### src/rtl/nfc_status_responder.sv
// Device-side NAND Read Status responder (70h plain, 78h enhanced).
// Decodes the CLE/ALE/WE/RE strobes and returns the status byte of the
// selected way one cycle after each accepted read strobe.
module nfc_status_responder #(
  parameter int NumberOfWays = 4,
  parameter int AddrCycles78 = 3,
  parameter int WayBits      = 2
) (
  input  logic                      iSystemClock,
  input  logic                      iReset,
  input  logic [NumberOfWays-1:0]   iCE,
  input  logic                      iCLE,
  input  logic                      iALE,
  input  logic                      iWE,
  input  logic                      iRE,
  input  logic [7:0]                iDQ,
  input  logic [8*NumberOfWays-1:0] iWayStatus,
  output logic [7:0]                oDQ,
  output logic                      oDQValid,
  output logic [WayBits-1:0]        oWaySel,
  output logic                      oCmdActive,
  output logic [15:0]               oReadCount,
  output logic                      oProtocolError
);

  // state  | meaning
  // S_IDLE | waiting for a command
  // S_ADDR | collecting 78h address bytes
  // S_STAT | answering read strobes with status
  typedef enum logic [1:0] {S_IDLE, S_ADDR, S_STAT} state_t;

  localparam logic [7:0] OpStatus    = 8'h70;
  localparam logic [7:0] OpStatusEnh = 8'h78;

  state_t             state, next_state;
  logic [2:0]         addr_cnt;
  logic               ce_any, we, re, cmd_wr, addr_wr, both_wr, rd;
  logic               addr_last, rd_ok, err, is_70, is_78;
  logic [WayBits-1:0] lowest_ce, way_next;
  logic [7:0]         status_sel;

  // Strobe qualification: everything is gated by any chip enable.
  always_comb begin
    ce_any    = |iCE;
    we        = iWE & ce_any;
    re        = iRE & ce_any;
    cmd_wr    = we & iCLE & ~iALE;
    addr_wr   = we & iALE & ~iCLE;
    both_wr   = we & iCLE & iALE;
    rd        = re & ~iWE;
    is_70     = cmd_wr && (iDQ == OpStatus);
    is_78     = cmd_wr && (iDQ == OpStatusEnh);
    addr_last = (addr_cnt == 3'(AddrCycles78 - 1));
  end

  // Lowest set chip-enable index and live status byte of the selected way.
  always_comb begin
    lowest_ce  = '0;
    status_sel = '0;
    for (int k = NumberOfWays - 1; k >= 0; k--) begin
      if (iCE[k]) lowest_ce = WayBits'(k);
    end
    for (int k = 0; k < NumberOfWays; k++) begin
      if (oWaySel == WayBits'(k)) status_sel = iWayStatus[8*k +: 8];
    end
  end

  // State register.
  always_ff @(posedge iSystemClock) begin
    if (iReset) state <= S_IDLE;
    else        state <= next_state;
  end

  // Next-state logic: a command aborts whatever is in progress.
  always_comb begin
    next_state = state;
    if (cmd_wr) begin
      if (is_70)      next_state = S_STAT;
      else if (is_78) next_state = S_ADDR;
      else            next_state = S_IDLE;
    end else if (addr_wr && state == S_ADDR && addr_last) begin
      next_state = S_STAT;
    end
  end

  // Output decisions: read acceptance, error detection, way selection.
  always_comb begin
    rd_ok    = rd && (state == S_STAT);
    err      = (we & re) | both_wr | (addr_wr && state != S_ADDR) |
               (rd && state != S_STAT);
    way_next = oWaySel;
    if (is_70)
      way_next = lowest_ce;
    else if (addr_wr && state == S_ADDR && addr_last)
      way_next = iDQ[WayBits-1:0];
  end

  // Registered outputs and address counter.
  always_ff @(posedge iSystemClock) begin
    if (iReset) begin
      oDQ            <= '0;
      oDQValid       <= 1'b0;
      oWaySel        <= '0;
      oCmdActive     <= 1'b0;
      oReadCount     <= '0;
      oProtocolError <= 1'b0;
      addr_cnt       <= '0;
    end else begin
      oDQValid       <= rd_ok;
      oProtocolError <= err;
      oWaySel        <= way_next;
      oCmdActive     <= (next_state != S_IDLE);
      if (rd_ok) oDQ <= status_sel;
      if (is_78)
        addr_cnt <= '0;
      else if (addr_wr && state == S_ADDR)
        addr_cnt <= addr_cnt + 3'd1;
      if (is_70 || is_78)
        oReadCount <= '0;
      else if (rd_ok && oReadCount != 16'hFFFF)
        oReadCount <= oReadCount + 16'd1;
    end
  end

endmodule

### config.mk
export PLATFORM = sky130hd
export DESIGN_NAME = nfc_status_responder
export DESIGN_NICKNAME = d
export VERILOG_FILES = /design/src/rtl/nfc_status_responder.sv
export SDC_FILE = /design/constraint.sdc
export NUM_CORES = 1
export LEC_CHECK = 0
export CORE_UTILIZATION = 50
export CTS_BUF_LIST = sky130_fd_sc_hd__clkbuf_4 sky130_fd_sc_hd__clkbuf_8
export DETAILED_ROUTE_END_ITERATION = 8
export DONT_BUFFER_PORTS = 1
export GPL_TIMING_DRIVEN = 0
export HOLD_SLACK_MARGIN = 0.05
export PLACE_DENSITY = 0.77
export SYNTH_ARGS = -nofsm -noshare
export SYNTH_HDL_FRONTEND = slang
export SYNTH_SLANG_ARGS = --single-unit
### constraint.sdc
create_clock -name iSystemClock -period 1.9 [get_ports iSystemClock]
set_input_delay 0.285 -clock iSystemClock [delete_from_list [all_inputs] [get_ports iSystemClock]]
set_output_delay 0.285 -clock iSystemClock [all_outputs]
set_load 0.02 [all_outputs]
### Word-level counts from Yosys, hierarchy flattened

Cells that the tools add are included.

* register bits after elaboration: 34
* bits in latches: 0
* memory bits (writable): 0
* memory bits (read-only): 0
* input port bits: 50
* output and inout bits: 29
* memories: 0

* add/sub/neg operators: 2
* $mul: 0
* div/mod/pow operators: 0
* $lt $le $gt $ge: 0
* eq/ne operators: 11
* shift operators: 0
* mux-type cells: 14
* bitwise operators: 15
* reductions and logical operators: 15

Operators by type and width (number)
* 8-bit 2-to-1 mux: 4
* 2-bit 2-to-1 mux: 9
* 16-bit by 1-bit adder with 16-bit output (second input constant): 1
* 8-bit by 7-bit equality test with 1-bit output (second input constant): 2
* 16-bit inequality test (second input constant): 1
* 1-bit AND: 9
* 1-bit logical AND: 8
* 2-bit equality test (second input constant): 3
* 2-bit by 1-bit equality test with 1-bit output (second input constant): 2
* 2-bit nonzero test: 2
* 2-bit OR reduction: 2
* 4-bit OR reduction: 1
* 3-bit by 1-bit adder with 3-bit output (second input constant): 1
* 3-bit by 2-bit equality test with 1-bit output (second input constant): 1
* 1-bit NOT: 3
* 1-bit OR: 3
* 2-bit zero test: 1
* 2-bit by 1-bit inequality test with 1-bit output (second input constant): 1
* 2-bit inequality test (second input constant): 1
* 1-bit logical OR: 1
* 1-bit 2-to-1 mux: 1

### Logic depth before layout (Yosys ltp)

Gate-level depths: netlist (run 1).

* depth in word-level cells: 9
* depth in mapped cells: 6

### Least setup slack after synthesis (run 1)

OpenSTA, ideal clock, no wires.

* path type: reg-to-reg
* start: reg oReadCount[0]
* end: reg oReadCount[14]
* setup time: 0.070 ns
* data arrival time: 1.893 ns
* data required time: 1.830 ns
* slack: -0.063 ns
* stages on the path, launching flop included: 6
* clock period less this slack: 1.963 ns
* cells stage by stage: dfxtp_1 -> ha_1 -> nand3_1 -> a311o_1 -> or4_1 -> a21oi_1

* longest elaborated chain between the ends: 2
* elaborated cells between the ends (all ways): 3

Ends and longest elaborated chain
* from (decl): RTL line 22 `output logic [15:0] oReadCount,`
* from (signal assigned): RTL line 121 `oReadCount <= oReadCount + 16'd1;`
* parallel branches: the longest is 2 deep, another holds 16-bit by 1-bit adder with 16-bit output

Several ways; the timed one is not identified.
A chain may end at the register's enable or synchronous reset.

### Final worst setup path (run 1)

* start: reg oReadCount[8]
* end: reg oReadCount[12]

The elaborated chain is that of the path after synthesis.

==> results.sh, run 1 <==
export IMPL_status="finished clean"
export IMPL_ctsLongestPathBuffers=2
export IMPL_p_leak_uw=0.0006886
export IMPL_firstDrtPassIters=4
export IMPL_hold_path_class="in2reg"
export IMPL_fin_nets=272
export IMPL_grt_max_degree=12
export IMPL_ys_types=48
export IMPL_synth_ff_type="dfxtp_1"
export IMPL_place_congestion=0.8153
export IMPL_fin_crit_ns=1.868
export IMPL_dp_slack_ns=-0.3079
export IMPL_drv_slew=0
export IMPL_cts_inserted_buffers=5
export IMPL_clk_transition_reported_paths_ns=0.07
export IMPL_n_antenna_cell=0
export IMPL_vias=1714
export IMPL_synth_seq_cells=34
export IMPL_die_w_um=63.53
export IMPL_setup_viol=0
export IMPL_rows=21
export IMPL_fp_dieH_um=63.53
export IMPL_min_period_over_period=0.9830
export IMPL_layout_setup_ws_ns=0.03229
export IMPL_irDropWorstVdd_v=0.0004291
export IMPL_nFillCells=304
export IMPL_synthArstFlopShare=0
export IMPL_cp_end_kind="flop"
export IMPL_routed_via_density=6.444
export IMPL_clock_latency_ns=0.28
export IMPL_post_drt_wl_per_cell_um=17.77
export IMPL_antenna_found_initial=0
export IMPL_grt_usage=0.2380
export IMPL_final_hold_violation_count=0
export IMPL_tritoncts="done"
export IMPL_syn_nets=257
export IMPL_p_per_area_mw_per_mm2=600.3
export IMPL_ioPinCount=79
export IMPL_fmax_ghz=0.5354
export IMPL_area_growth_pct=15.66
export IMPL_cts_htree_levels=2
export IMPL_ctsRootBufferMaster="clkbuf_8"
export IMPL_syn_avg_cell_area_um2=9.280
export IMPL_drv_cap=0
export IMPL_wl_um=4728
export IMPL_critical_path_max_fanout=8
export IMPL_worstPathArrival_ns=2.08
export IMPL_postCtsHoldBufs=0
export IMPL_die_area_mm2=0.004036
export IMPL_portBuffers=0
export IMPL_skew_ns=0.007077
export IMPL_grt_pass1_wl_um=7562
export IMPL_grt_overflow=0
export IMPL_synth_edf_count=0
export IMPL_path_class="reg2reg"
export IMPL_post_dp_hpwl_um=3248
export IMPL_required_ns=2.11
export IMPL_clock_sinks=34
export IMPL_worst_pin_slew_ns=0.5412
export IMPL_layout_drive_gt1_share=0.2727
export IMPL_max_slew_margin_rel=0.6352
export IMPL_synth_area_mm2=0.001893
export IMPL_drt_iter0_drc=135
export IMPL_synth_warnings=0
export IMPL_drc_errors=0
export IMPL_grt_pass1_vias=1563
export IMPL_start_util=0.5458
export IMPL_synthCells=204
export IMPL_ant_nets=0
export IMPL_hold_ws_ns=0.1141
export IMPL_core_area_mm2=0.003468
export IMPL_ys_seq_area_frac=0.3596
export IMPL_cp_start_kind="flop"
export IMPL_tns_ns=0
## area by class of cell
type	instances	area [um2]	share of cell area
multi-input combinational	154	1179	0.5383
clock inverter	2	12.51	0.005714
inverter	5	18.77	0.008571
tap	46	57.56	0.02629
clock buffer	6	82.58	0.03771
buffer	11	68.82	0.03143
sequential	34	710.7	0.3246
timing repair buffer	8	60.06	0.02743
## layout by cell type, fill, tap and decap left out, types with 6 or more instances in the layout
cell / instances
buf_4: 10
a21oi_1: 24
nand4_1: 8
clkbuf_8: 6
nand2_1: 25
o31ai_1: 10
o21ai_0: 7
mux4_2: 8
or4_1: 9
dfxtp_1: 20
dfxtp_2: 9
## power breakdown
part | internal (uW) | switching (uW)
sequential | 706 | 2.94
combinational | 25.7 | 26.4
clock | 291 | 262
## registers in the layout, indices dropped and copies added (netlist names)
| name | flops |
|---|---|
| oProtocolError | 1 |
| addr_cnt | 3 |
| state | 2 |
| oCmdActive | 1 |
| oWaySel | 2 |
| oDQ | 8 |
| oDQValid | 1 |
| oReadCount | 16 |
## cells by family after synthesis
group | share of synthesized area
simple gates | 0.2558
compound gates | 0.2155
flops | 0.3595
buf+inv | 0.04494
mux | 0.09517
fa+ha+maj | 0.01983
xor+xnor | 0.009255
## what timing repair did
action | CTS | global route
cloned | 0 | 0
hold endpoints to repair | 0 | 0
resized for setup | 8 | 20
setup buffers | 2 | 6
endpoints found under the setup margin | 12 | 13
pin swaps | 1 | 5
## cell usage after synthesis, types with 2 or more instances
library cell,n,area [um2]
ha_1,3,37.54
nor3b_1,2,15.01
inv_1,5,18.77
clkbuf_1,3,11.26
or4_1,9,67.56
nand2_1,26,97.59
nand3b_1,2,15.01
o21ai_0,7,35.03
buf_6,2,22.52
nor3_1,2,10.01
dfxtp_1,34,680.7
and2_1,3,18.77
buf_2,5,25.02
nor2b_1,2,12.51
nand3_1,2,10.01
mux4_2,8,180.2
and4_1,5,43.79
or3_1,4,25.02
a211oi_1,2,15.01
o31ai_1,10,75.07
o221a_2,2,22.52
a21oi_1,25,125.1
a31oi_1,3,18.77
and3_1,2,12.51
nor2_1,4,15.01
nand2b_1,2,12.51
xnor2_1,2,17.52
nand4_1,8,50.05
## path summary, 6_finish.rpt
check	from	endpoint	slack [ns]	cells after the start
hold reg to reg	addr_cnt[1]$_SDFFE_PP0P_	addr_cnt[1]$_SDFFE_PP0P_	0.54	1
setup / recovery	oReadCount[8]$_SDFFE_PP0P_	oReadCount[12]$_SDFFE_PP0P_	0.03	6
setup reg to reg	oReadCount[8]$_SDFFE_PP0P_	oReadCount[12]$_SDFFE_PP0P_	0.03	6
hold / removal	iReset	state[0]$_SDFF_PP0_	0.11	1
## layer usage
metal  global-route usage  share of wire  vias to the layer above
met2               0.3697           0.48                       71
met1               0.2983           0.42                      808
met4              0.07670          0.014                        0
met3              0.09601          0.085                        8
met5                    0              0                        -
li1                     -              -                      827
## through the flow
| step | area (um2) | cells | total power, uW | utilization |
|---|---|---|---|---|
| after floorplan | 1896 | 204 | 776.2 | - |
| after global placement | 1953 | 250 | 784.5 | 0.5631 |
| after detailed placement | 1953 | 250 | 784.1 | 0.5631 |
| after CTS | 2093 | 260 | 1329 | 0.6035 |
| after global routing | 2190 | 266 | 1364 | 0.6313 |
| final | 2190 | 266 | 1314 | 0.6313 |
## worst max-delay path: stages, from the launching register on
cell     delay (ns)
dfxtp_4        0.40
and3_4         0.18
buf_6          0.12
a311o_1        0.35
buf_4          0.16
or4_1          0.46
a21oi_1        0.12
Note: power is estimated with default switching activity, not from simulation.
==> run 2: changes to the inputs <==
- CORE_UTILIZATION: 50 -> 30
- PLACE_DENSITY: 0.77 -> 0.54
==> run 2 against run 1 <==
  * Cell area down 1.3%
  * Hold slack better by 0.0085 ns
  * Non-clock buffer count down 8
  * Clock power up 5.2%
  * Sequential share of layout area up 0.66 points
  * Critical path depth down 2
==> results.sh, run 2 (same netlist as run 1, synthesis figures left out) <==
export IMPL_status="finished clean"
export IMPL_clk_transition_reported_paths_ns=0.08
export IMPL_top_regs="oReadCount: 16 flops, oDQ: 8 flops, addr_cnt: 3 flops"
export IMPL_layout_setup_ws_ns=0.04791
export IMPL_max_slew_margin_rel=0.6400
export IMPL_clock_latency_ns=0.29
export IMPL_critical_path_max_fanout=8
export IMPL_largest_reg_flops=16
export IMPL_clock_sinks=34
export IMPL_dp_slack_ns=-0.3232
export IMPL_fmax_ghz=0.5399
export IMPL_required_ns=2.11
export IMPL_post_dp_hpwl_um=3580
export IMPL_firstDrtPassIters=4
export IMPL_place_congestion=0.7271
export IMPL_hold_path_class="in2reg"
export IMPL_routed_via_density=5.693
export IMPL_drt_iter0_drc=92
export IMPL_p_per_area_mw_per_mm2=621.2
export IMPL_post_route_util=0.3607
export IMPL_setup_viol=0
export IMPL_worst_pin_slew_ns=0.5341
export IMPL_nFillCells=601
export IMPL_portBuffers=0
export IMPL_slowest_stage="a311o_2"
export IMPL_n_antenna_cell=0
export IMPL_skew_ns=0.01059
export IMPL_area_growth_pct=14.14
export IMPL_layout_drive_gt1_share=0.2500
export IMPL_ctsRootBufferMaster="clkbuf_8"
export IMPL_rows=28
export IMPL_fin_nets=264
export IMPL_cp_end_kind="flop"
export IMPL_crit_chain="nand4_1 -> a311o_2 -> or4_1 -> a21oi_1"
export IMPL_final_hold_violation_count=0
export IMPL_cts_setup_buffers=0
export IMPL_tns_ns=0
export IMPL_fp_dieH_um=81.44
export IMPL_die_w_um=81.44
export IMPL_drv_cap=0
export IMPL_start_util=0.3160
export IMPL_fin_crit_ns=1.852
export IMPL_core_area_mm2=0.005991
export IMPL_cpPeakStageDelay_ns=0.48
export IMPL_p_leak_uw=0.0006613
export IMPL_grt_overflow=0
export IMPL_irDropWorstVdd_v=0.0002258
export IMPL_hold_ws_ns=0.1226
export IMPL_regMostFlops="oReadCount"
export IMPL_final_instance_count_excl_fill=287
export IMPL_tritoncts="done"
export IMPL_grt_usage=0.1512
export IMPL_path_class="reg2reg"
export IMPL_final_cell_mix="a21oi_1 (25), nand2_1 (25), dfxtp_1 (18)"
export IMPL_die_area_mm2=0.006632
export IMPL_ioPinCount=79
export IMPL_grt_pass1_vias=1503
export IMPL_grt_max_degree=11
export IMPL_drv_slew=0
export IMPL_antenna_found_initial=0
export IMPL_ant_nets=0
export IMPL_grt_pass1_wl_um=7479
export IMPL_critPathBufInv=0
export IMPL_postCtsHoldBufs=0
export IMPL_place_inst=279
export IMPL_worstPathArrival_ns=2.07
export IMPL_wl_um=4873
export IMPL_vias=1634
export IMPL_ctsLongestPathBuffers=2
export IMPL_drc_errors=0
export IMPL_cts_htree_levels=2
export IMPL_cts_inserted_buffers=5
export IMPL_cp_start_kind="flop"
export IMPL_min_period_over_period=0.9748
export IMPL_post_drt_wl_per_cell_um=16.98
export IMPL_critPathTopFamily="simple AND/OR/NAND/NOR gates"
run 2: report_power, final:
part	switching (uW)	leakage [uW]	internal [uW]	total [uW]
combinational	27.0	0.000326	25.8	52.8
sequential	2.73	0.000284	705	708
clock	275	0.0000517	307	582
total	305	0.000661	1040	1340
run 2: what timing repair did:
item | 4_1_cts | 5_1_grt
endpoints found under the setup margin | 12 | 12
pin swaps | 1 | 2
resized for setup | 16 | 12
endpoints found under the hold margin | 0 | 0
run 2: final timing paths:
| path | slack (ns) | depth (start not counted) | to | from |
|---|---|---|---|---|
| worst min-delay path | 0.12 | 1 | state[0]$_SDFF_PP0_ | iReset |
| worst max-delay path | 0.05 | 4 | oReadCount[12]$_SDFFE_PP0P_ | oReadCount[6]$_SDFFE_PP0P_ |
| worst min register to register | 0.55 | 1 | addr_cnt[1]$_SDFFE_PP0P_ | addr_cnt[1]$_SDFFE_PP0P_ |
| worst max register to register | 0.05 | 4 | oReadCount[12]$_SDFFE_PP0P_ | oReadCount[6]$_SDFFE_PP0P_ |
run 2: area by class of cell:
class	count	area, um2	area share
clock buffers	7	90.09	0.04169
multi-input cells	154	1171	0.5420
well taps	75	93.84	0.04343
clock inverters	1	5.005	0.002316
flip-flops and latches	34	715.7	0.3312
inverters	5	18.77	0.008686
plain buffers	11	66.31	0.03069
run 2: worst register-to-register path: cells and delay by family, from the launching register on:
kind            cells  cell delay, ns
compound gates      2            0.64
flops               1            0.44
simple gates        2            0.70
run 2: metrics by stage:
| step | power [uW] | instance area [um2] |
|---|---|---|
| after global routing | 1402 | 2161 |
| after global placement | 786.4 | 1989 |
| final | 1342 | 2161 |
| after detailed placement | 786.1 | 1989 |
| after CTS | 1373 | 2140 |
| after floorplan | 776.2 | 1896 |
run 2: layer usage:
layer	global-route usage	vias to the layer above	share of wire
met5	0	-	0
met4	0.06964	0	0.020
met3	0.04889	10	0.069
met2	0.2308	55	0.47
met1	0.1924	757	0.44
li1	-	812	-
==> run 3: changes to the inputs <==
- SETUP_SLACK_MARGIN: unset -> 0.4
==> run 3 against run 2 <==
  * Hold slack worse by 0.024 ns
  * Sequential power down 0.7%
  * Fmax up 7.0%
  * Wire length increased by 2.7%
  * Via count increased by 5.1%
  * Clock-buffer cell count is 1 higher
  * Cell area up 12%
  * Critical path type unchanged
  * Critical endpoint unchanged
==> results.sh, run 3 (same netlist as run 1, synthesis figures left out) <==
export IMPL_grt_max_degree=11
export IMPL_p_leak_uw=0.0007691
export IMPL_required_ns=2.11
export IMPL_fin_nets=277
export IMPL_grt_pass1_wl_um=7583
export IMPL_grt_usage=0.1530
export IMPL_drt_iter0_drc=63
export IMPL_min_period_over_period=0.9113
export IMPL_worstPathArrival_ns=1.94
export IMPL_drc_errors=0
export IMPL_cts_inserted_buffers=5
export IMPL_routed_via_density=5.727
export IMPL_critical_path_max_fanout=7
export IMPL_die_area_mm2=0.006632
export IMPL_postCtsHoldBufs=0
export IMPL_wl_met2_um=2359
export IMPL_place_inst=279
export IMPL_final_hold_violation_count=0
export IMPL_rows=28
export IMPL_setup_viol=0
export IMPL_top_regs="oReadCount: 16 flops, oDQ: 8 flops, addr_cnt: 3 flops"
export IMPL_reg2reg_slack_ns=0.17
export IMPL_dp_slack_ns=-0.04121
export IMPL_layout_setup_ws_ns=0.1686
export IMPL_regMostFlops="oReadCount"
export IMPL_vias=1718
export IMPL_max_slew_margin_rel=0.6851
export IMPL_final_cell_mix="nand2_1 (25), a21oi_1 (20), dfxtp_1 (14)"
export IMPL_wl_met3_um=384
export IMPL_largest_reg_flops=16
export IMPL_layout_drive_gt1_share=0.4044
export IMPL_worst_pin_slew_ns=0.4723
export IMPL_irDropWorstVdd_v=0.0002934
export IMPL_fin_crit_ns=1.731
export IMPL_grt_overflow=0
export IMPL_clock_latency_ns=0.29
export IMPL_nFillCells=609
export IMPL_drv_slew=0
export IMPL_clk_transition_reported_paths_ns=0.07
export IMPL_firstDrtPassIters=4
export IMPL_n_antenna_cell=0
export IMPL_fp_dieH_um=81.44
export IMPL_rsz0062_at_grt="yes"
export IMPL_area_growth_pct=27.56
export IMPL_drv_cap=0
export IMPL_cp_start_kind="flop"
export IMPL_status="finished clean"
export IMPL_wl_um=5007
export IMPL_antenna_found_initial=0
export IMPL_p_per_area_mw_per_mm2=552.1
export IMPL_place_congestion=0.7643
export IMPL_hold_path_class="in2reg"
export IMPL_cp_end_kind="flop"
export IMPL_post_dp_hpwl_um=3551
export IMPL_portBuffers=0
export IMPL_post_drt_wl_per_cell_um=16.69
export IMPL_path_class="reg2reg"
export IMPL_ioPinCount=79
export IMPL_start_util=0.3160
export IMPL_final_instance_count_excl_fill=300
export IMPL_fmax_ghz=0.5776
export IMPL_tritoncts="done"
export IMPL_grt_pass1_vias=1583
export IMPL_wl_met1_um=2208
export IMPL_cts_htree_levels=2
export IMPL_top_layer="met4"
export IMPL_ant_nets=0
export IMPL_core_area_mm2=0.005991
export IMPL_ctsRootBufferMaster="clkbuf_8"
export IMPL_die_w_um=81.44
export IMPL_final_common_cell="nand2_1"
export IMPL_skew_ns=0.009499
export IMPL_clock_sinks=34
export IMPL_ctsLongestPathBuffers=2
-- run 3: cell types whose count changed in the layout (fill, tap and decap cells not counted), sizes merged --
cell,change
clkinv,-1
buf,+13
clkbuf,+1
-- run 3: where the power goes --
group / internal, uW / switching [uW] / total, uW / leakage, uW
logic: 29.9 / 29.3 / 59.2 / 0.000432
registers: 701 / 2.67 / 703 / 0.000287
clock network: 303 / 267 / 571 / 0.0000498
total: 1030 / 299 / 1330 / 0.000769
-- run 3: cell type report --
cell class	instances	area (um2)	area share
Tap cell	75	93.84	0.03886
Sequential cell	34	728.2	0.3016
Clock buffer	8	91.34	0.03782
Timing Repair Buffer	13	117.6	0.04870
Inverter	5	18.77	0.007772
Multi-Input combinational cell	154	1265	0.5238
Buffer	11	100.1	0.04145
-- run 3: routing by layer --
metal  GRT usage  up-vias
met4     0.04286        0
met2      0.2483       50
met1      0.1811      823
met3     0.06889        7
met5           0        -
li1            -      838
-- run 3: worst paths after layout --
check,startpoint,endpoint,cells past startpoint
worst min-delay path,iReset,state[0]$_SDFF_PP0_,1
worst max register to register,oReadCount[9]$_SDFFE_PP0P_,oReadCount[12]$_SDFFE_PP0P_,5
worst min register to register,addr_cnt[1]$_SDFFE_PP0P_,addr_cnt[1]$_SDFFE_PP0P_,1
worst max-delay path,oReadCount[9]$_SDFFE_PP0P_,oReadCount[12]$_SDFFE_PP0P_,5
-- run 3: what timing repair did --
item	CTS	global route
gates resized for setup	25	18
setup buffers	9	3
pin swaps	16	8
endpoints found under the setup margin	26	27
cloned	0	1
-- run 3: metrics by stage --
step                instance area, um2  setup TNS (ns)  total power (uW)    util  hold slack, ns
floorplan                         1991               0             772.2       -          0.3961
global placement                  2085         -0.3205             782.5  0.3480          0.4063
detailed placement                2085         -0.1308             782.7  0.3480          0.4211
CTS                               2325               0              1360  0.3881         0.08551
global route                      2415               0              1394  0.4031         0.09423
finish                            2415               0              1333  0.4031         0.09894
-- run 3: critical path: stages (launching register included) --
cell	delay (ns)
dfxtp_4	0.38
and3_4	0.18
buf_6	0.12
a311o_2	0.42
or4_1	0.42
a21oi_1	0.13
